File: config.mk
export PLATFORM = sky130hd
export DESIGN_NAME = edge_event_counter
export DESIGN_NICKNAME = d
export VERILOG_FILES = /design/src/rtl/edge_event_counter_pkg.sv /design/src/rtl/edge_event_counter_edge_detect.sv /design/src/rtl/edge_event_counter.sv
export SDC_FILE = /design/constraint.sdc
export NUM_CORES = 1
export LEC_CHECK = 0
export CORE_UTILIZATION = 25
export CTS_CLUSTER_DIAMETER = 60
export DETAILED_ROUTE_END_ITERATION = 10
export PLACE_DENSITY = 0.41
export SLEW_MARGIN = 5
export SYNTH_ARGS = -nofsm -noshare
export SYNTH_HDL_FRONTEND = slang
export SYNTH_SLANG_ARGS = --single-unit
File: constraint.sdc
create_clock -name clk -period 4.95 [get_ports clk]
set_input_delay 0.99 -clock clk [delete_from_list [all_inputs] [get_ports clk]]
set_output_delay 0.99 -clock clk [all_outputs]
set_load 0.02 [all_outputs]
File: src/rtl/edge_event_counter_pkg.sv
// Shared definitions for the edge event counter: FSM state encodings.
// Imported by the counter top so the encodings live in exactly one place.
package edge_event_counter_pkg;

  typedef enum logic [1:0] {
    IDLE   = 2'd0,
    COUNT  = 2'd1,
    FINISH = 2'd2
  } state_t;

endpackage

File: src/rtl/edge_event_counter_edge_detect.sv
// Rising-edge detector: registers the event level and flags 0->1 transitions.
// Latency: rise is combinational from in against the one-cycle-old sample; no backpressure.
module edge_detect (
  input  logic clk,
  input  logic rst_n,
  input  logic in,
  output logic rise
);

  logic in_q;

  // The sample is taken every cycle regardless of FSM state, so a level held
  // across start never looks like a fresh transition.
  always_ff @(posedge clk or negedge rst_n) begin
    if (!rst_n) in_q <= 1'b0;
    else        in_q <= in;
  end

  assign rise = in & ~in_q;

endmodule

File: src/rtl/edge_event_counter.sv
// Counts rising edges of in after start until limit is reached, then pulses done.
// Latency: count/done update on the clock edge that sees the transition; no backpressure, start always wins.
module edge_event_counter
  import edge_event_counter_pkg::*;
#(
  parameter int WIDTH = 8
) (
  input  logic             clk,
  input  logic             rst_n,
  input  logic             in,
  input  logic             start,
  input  logic [WIDTH-1:0] limit,
  output logic [WIDTH-1:0] count,
  output logic             busy,
  output logic             done
);

  state_t           state;
  logic [WIDTH-1:0] lim_q;
  logic [WIDTH-1:0] count_nxt;
  logic             rise;

  edge_detect u_edge_detect (
    .clk  (clk),
    .rst_n(rst_n),
    .in   (in),
    .rise (rise)
  );

  // count never exceeds lim_q, so the increment cannot wrap.
  assign count_nxt = count + 1'b1;
  assign busy      = (state == COUNT);

  always_ff @(posedge clk or negedge rst_n) begin
    if (!rst_n) begin
      state <= IDLE;
      count <= '0;
      lim_q <= '0;
      done  <= 1'b0;
    end else begin
      done <= 1'b0;
      if (start) begin
        // Restart from any state; an edge in this same cycle is dropped.
        lim_q <= limit;
        count <= '0;
        if (limit == '0) begin
          state <= FINISH;
          done  <= 1'b1;
        end else begin
          state <= COUNT;
        end
      end else begin
        case (state)
          IDLE:   state <= IDLE;
          COUNT: begin
            if (rise) begin
              count <= count_nxt;
              if (count_nxt == lim_q) begin
                done  <= 1'b1;
                state <= FINISH;
              end
            end
          end
          FINISH: state <= FINISH;
          default: state <= IDLE;
        endcase
      end
    end
  end

endmodule
==> results.sh, run 1 <==
export IMPL_required_ns=3.96
export IMPL_insertion_delay_ns=0.26
export IMPL_insertedDiodeCount=0
export IMPL_synth_warnings=0
export IMPL_rr_endpoint="state[1]"
export IMPL_synth_edff_count=0
export IMPL_synthesis_nets=122
export IMPL_crit_type="reg -> out"
export IMPL_post_place_ws_ns=2.24
export IMPL_synth_area_top_cells="dfrtp_1, mux2_2, xor2_1"
export IMPL_wirelength_um=2510
export IMPL_reg2reg_slack_ns=2.70
export IMPL_run_status="completed"
export IMPL_grt_total_usage=0.112
export IMPL_fin_nets=142
export IMPL_syn_avg_cell_area_sq_um=10.6
export IMPL_area_growth_pct=25.1
export IMPL_clock_path_buffers=2
export IMPL_layout_commonest_cell="clkdlybuf4s50_1"
export IMPL_vias=871
export IMPL_finalCritPeriodShare=0.523
export IMPL_cts_resized_gates=0
export IMPL_place_port_buffers=21
export IMPL_finalPower_uw=361
export IMPL_finalSetupViolCount=0
export IMPL_fin_worst_skew_ns=0.00261
export IMPL_io_pins=22
export IMPL_layout_drive_gt1_share=0.173
export IMPL_synth_async_sr_flop_share=1.00
export IMPL_grt_overflow=0
export IMPL_fp_dieW_um=69.7
export IMPL_tns_ns=0
export IMPL_initialDrtViolationCount=22
export IMPL_peakVddDrop_uv=88.9
export IMPL_numCtsBuffers=3
export IMPL_dp_hpwl_um=1800
export IMPL_fmaxAchievable_mhz=386
export IMPL_period_needed_ns=2.59
export IMPL_relSlewSlack=0.353
export IMPL_cts_clk_slew_worst_paths_ns=0.08
export IMPL_tritoncts="yes"
export IMPL_drv_slew=0
export IMPL_multi_input_area_sq_um=591
export IMPL_ff_latch_area_sq_um=500
export IMPL_rsz0062_at_grt="no"
export IMPL_die_y_um=69.7
export IMPL_rr_worst_depth=7
export IMPL_mostFrequentLayoutCells="clkdlybuf4s50_1, dfrtp_1, nor2_1, xor2_1, mux2_2"
export IMPL_cts_sinks=20
export IMPL_rr_startpoint="count[0]"
export IMPL_synth_seq_cells=20
export IMPL_synthCells=108
export IMPL_post_cts_buffers=0
export IMPL_synth_top_area_share=0.437
export IMPL_p_per_area_nw_per_um2=252
export IMPL_syn_area_sq_um=1140
export IMPL_grt_antenna_before_repair=0
export IMPL_coreArea_sq_um=4380
export IMPL_tightest_slew_ns=0.968
export IMPL_yosysSeqAreaShare=0.437
export IMPL_hold_path_class="reg -> reg"
export IMPL_gp_congestion=0.666
export IMPL_dieArea_sq_um=4850
export IMPL_htreeDepth=1
export IMPL_crit_path_end_kind="primary output"
export IMPL_vias_per_cell=4.87
export IMPL_setup_ws_ns=2.36
export IMPL_cp_arrival_ns=1.60
export IMPL_first_pass_iters=4
export IMPL_hold_depth=1
export IMPL_ctsHoldBuffers=0
export IMPL_worst_setup_path_start_kind="register"
export IMPL_synth_largest_area_cell="dfrtp_1"
export IMPL_p_leak_nw=0.562
export IMPL_drc=0
export IMPL_grt_first_pass_wirelength_um=4240
export IMPL_synth_cell_types=35
export IMPL_hold_path_endpoint="lim_q[0]"
export IMPL_grt_pass1_vias=886
export IMPL_rows=24
export IMPL_ant_nets=0
export IMPL_cts_root_buf="clkbuf_8"
export IMPL_grt_max_degree=23
export IMPL_hp_start="lim_q[0]"
export IMPL_initial_utilization=0.261
export IMPL_cap_violations=0
export IMPL_crit_fanout=6
export IMPL_synthFlopType="dfrtp_1"
export IMPL_hold_viol=0
export IMPL_finalNonFillerCells=179
export IMPL_n_fill_cell=464
export IMPL_routedWlPerCell_um=14.0
export IMPL_dp_cells=175
==> cell usage after synthesis (2+ instances only) <==
master	instances
a21oi_1	3
a31oi_1	2
and4_2	4
buf_6	2
dfrtp_1	20
ha_1	2
inv_1	3
mux2_2	8
mux2i_1	2
nand2_1	5
nand3_1	5
nand3b_1	2
nor2_1	11
nor4_1	2
o21ai_0	5
or3_1	2
xnor2_1	5
xor2_1	8
==> layer usage <==
metal / routed length, um / global-route usage
met5: 0 / 0
met4: 61 / 0.0578
met3: 104 / 0.0291
met2: 1190 / 0.180
met1: 1150 / 0.138
==> worst max path at each step <==
stage | cells past startpoint | slack, ns | startpoint | endpoint
after CTS | 3 | 2.34 | state[1] | busy
after global routing | 3 | 2.27 | state[1] | busy
final | 3 | 2.36 | state[1] | busy
after global placement | 4 | 2.28 | start | state[1]
after floorplan | 7 | 2.93 | count[1] | state[1]
after detailed placement | 4 | 2.24 | start | state[1]
==> report_power, final <==
part           internal (mW)  switching, mW  total (mW)
combinational         0.0278         0.0228      0.0506
sequential             0.172        0.00814       0.180
clock                 0.0710         0.0595       0.130
total                  0.271         0.0904       0.361
==> area by class of cell <==
cell class                      count  area share
Clock buffer                        4      0.0384
Timing Repair Buffer               21       0.147
Multi-Input combinational cell     79       0.412
Sequential cell                    20       0.349
Tap cell                           52      0.0454
Inverter                            3     0.00786
==> cell families after synthesis <==
kind of cell    share of synthesized area
flops                               0.437
compound gates                     0.0754
xor+xnor                           0.0995
buf+inv                            0.0470
mux                                 0.109
simple gates                        0.210
fa+ha+maj                          0.0219
==> stage by stage <==
| step | hold WS, ns | utilization | instance area, sq um |
|---|---|---|---|
| 2_1_floorplan | 0.501 | - | 1140 |
| 3_3_place_gp | 0.517 | 0.314 | 1380 |
| 3_5_place_dp | 0.523 | 0.314 | 1380 |
| 4_1_cts | 0.543 | 0.327 | 1430 |
| 5_1_grt | 0.556 | 0.327 | 1430 |
| 6_report | 0.538 | 0.327 | 1430 |
==> registers in the layout (all words and copies together) (netlist names) <==
name	count
count	8
done	1
lim_q	8
state	2
u_edge_detect.in_q	1
==> worst max-delay path, stage by stage, from the launching register on <==
cell and delay, ns:
dfrtp_1 0.38, inv_1 0.06, ha_1 0.25, clkdlybuf4s50_1 0.65
Power figures use the tool's default switching activity.
==> run 2, diff against run 1 <==
Clock period 4.95 ns to 2.5 ns, I/O delays scaled along.
==> results.sh, run 2 (synthesis results as in run 1) <==
export IMPL_cap_violations=0
export IMPL_io_pins=22
export IMPL_tns_ns=0
export IMPL_numCtsBuffers=3
export IMPL_grt_antenna_before_repair=0
export IMPL_finalSetupViolCount=0
export IMPL_hold_viol=0
export IMPL_ant_nets=0
export IMPL_dp_cells=178
export IMPL_cts_clk_slew_worst_paths_ns=0.08
export IMPL_rr_worst_depth=7
export IMPL_dp_hpwl_um=1850
export IMPL_initial_utilization=0.261
export IMPL_rsz0062_at_grt="no"
export IMPL_rows=24
export IMPL_cts_root_buf="clkbuf_8"
export IMPL_cp_arrival_ns=2.39
export IMPL_fin_util=0.332
export IMPL_vias_per_cell=4.69
export IMPL_htreeDepth=1
export IMPL_crit_fanout=10
export IMPL_layout_commonest_cell="clkdlybuf4s50_1"
export IMPL_hold_depth=1
export IMPL_fp_dieW_um=69.7
export IMPL_mostFrequentLayoutCells="clkdlybuf4s50_1, dfrtp_1, nor2_1, xor2_1, mux2_2"
export IMPL_routedWlPerCell_um=13.8
export IMPL_tritoncts="yes"
export IMPL_insertion_delay_ns=0.26
export IMPL_ctsHoldBuffers=0
export IMPL_area_growth_pct=27.1
export IMPL_post_cts_buffers=0
export IMPL_coreArea_sq_um=4380
export IMPL_fin_worst_skew_ns=0.00423
export IMPL_tightest_slew_ns=0.497
export IMPL_grt_overflow=0
export IMPL_dieArea_sq_um=4850
export IMPL_hold_path_class="reg -> reg"
export IMPL_crit_path_end_kind="register"
export IMPL_period_needed_ns=2.24
export IMPL_run_status="completed"
export IMPL_fmaxAchievable_mhz=447
export IMPL_drc=0
export IMPL_p_leak_nw=0.577
export IMPL_insertedDiodeCount=0
export IMPL_finalNonFillerCells=182
export IMPL_layout_drive_gt1_share=0.192
export IMPL_grt_total_usage=0.112
export IMPL_required_ns=2.65
export IMPL_rr_endpoint="state[1]"
export IMPL_finalCritPeriodShare=0.895
export IMPL_rr_startpoint="count[0]"
export IMPL_first_pass_iters=4
export IMPL_place_port_buffers=21
export IMPL_grt_first_pass_wirelength_um=4330
export IMPL_cp_startpoint="count[0]"
export IMPL_worst_setup_path_start_kind="register"
export IMPL_fin_nets=145
export IMPL_cts_resized_gates=0
export IMPL_clock_path_buffers=2
export IMPL_top_regs="count: 8 flops, lim_q: 8 flops, state: 2 flops"
export IMPL_wirelength_um=2520
export IMPL_endpoint="state[1]"
export IMPL_peakVddDrop_uv=248
export IMPL_reg2reg_slack_ns=0.26
export IMPL_gp_congestion=0.739
export IMPL_relSlewSlack=0.666
export IMPL_initialDrtViolationCount=29
export IMPL_crit_type="reg -> reg"
export IMPL_vias=853
export IMPL_drv_slew=0
export IMPL_die_y_um=69.7
export IMPL_grt_pass1_vias=887
export IMPL_cts_sinks=20
export IMPL_grt_max_degree=23
export IMPL_p_per_area_nw_per_um2=493
run 2: worst min-delay path by stage:
stage,from,end,slack (ns)
CTS,lim_q[7],lim_q[7],0.54
global placement,lim_q[7],lim_q[7],0.51
floorplan,rst_n,count[0],0.20
global route,lim_q[7],lim_q[7],0.55
detailed placement,lim_q[7],lim_q[7],0.52
finish,lim_q[7],lim_q[7],0.53
run 2: area by class of cell:
class	instances	area, sq um
Clock buffer	4	55.1
Sequential cell	20	500
Tap cell	52	65.1
Fill cell	452	2930
Multi-Input combinational cell	79	591
Timing Repair Buffer	24	233
Inverter	3	11.3
run 2: metal layers:
metal	GRT usage	wire length [um]
met1	0.142	1190
met4	0.0333	31
met5	0	0
met2	0.188	1210
met3	0.0276	87
run 2: power breakdown:
group / internal (mW) / switching [mW]
Combinational: 0.0571 / 0.0468
Sequential: 0.341 / 0.0157
Clock: 0.140 / 0.117
Total: 0.538 / 0.179
run 2: metrics by stage:
stage | power (mW) | cell area, sq um | hold slack (ns) | setup WS, ns
detailed placement | 0.470 | 1400 | 0.517 | 0.272
floorplan | 0.421 | 1140 | 0.204 | 0.476
global placement | 0.468 | 1400 | 0.512 | 0.402
CTS | 0.731 | 1460 | 0.537 | 0.250
global route | 0.755 | 1460 | 0.554 | 0.0564
finish | 0.718 | 1460 | 0.529 | 0.263
run 2: worst max-delay path, cell delays in order (launching register included):
cell and delay (ns):
dfrtp_1 0.56, ha_1 0.36, nand3_1 0.21, xor2_1 0.19, a211oi_1 0.27, and4bb_4 0.29, mux2i_1 0.18, nor2_1 0.06
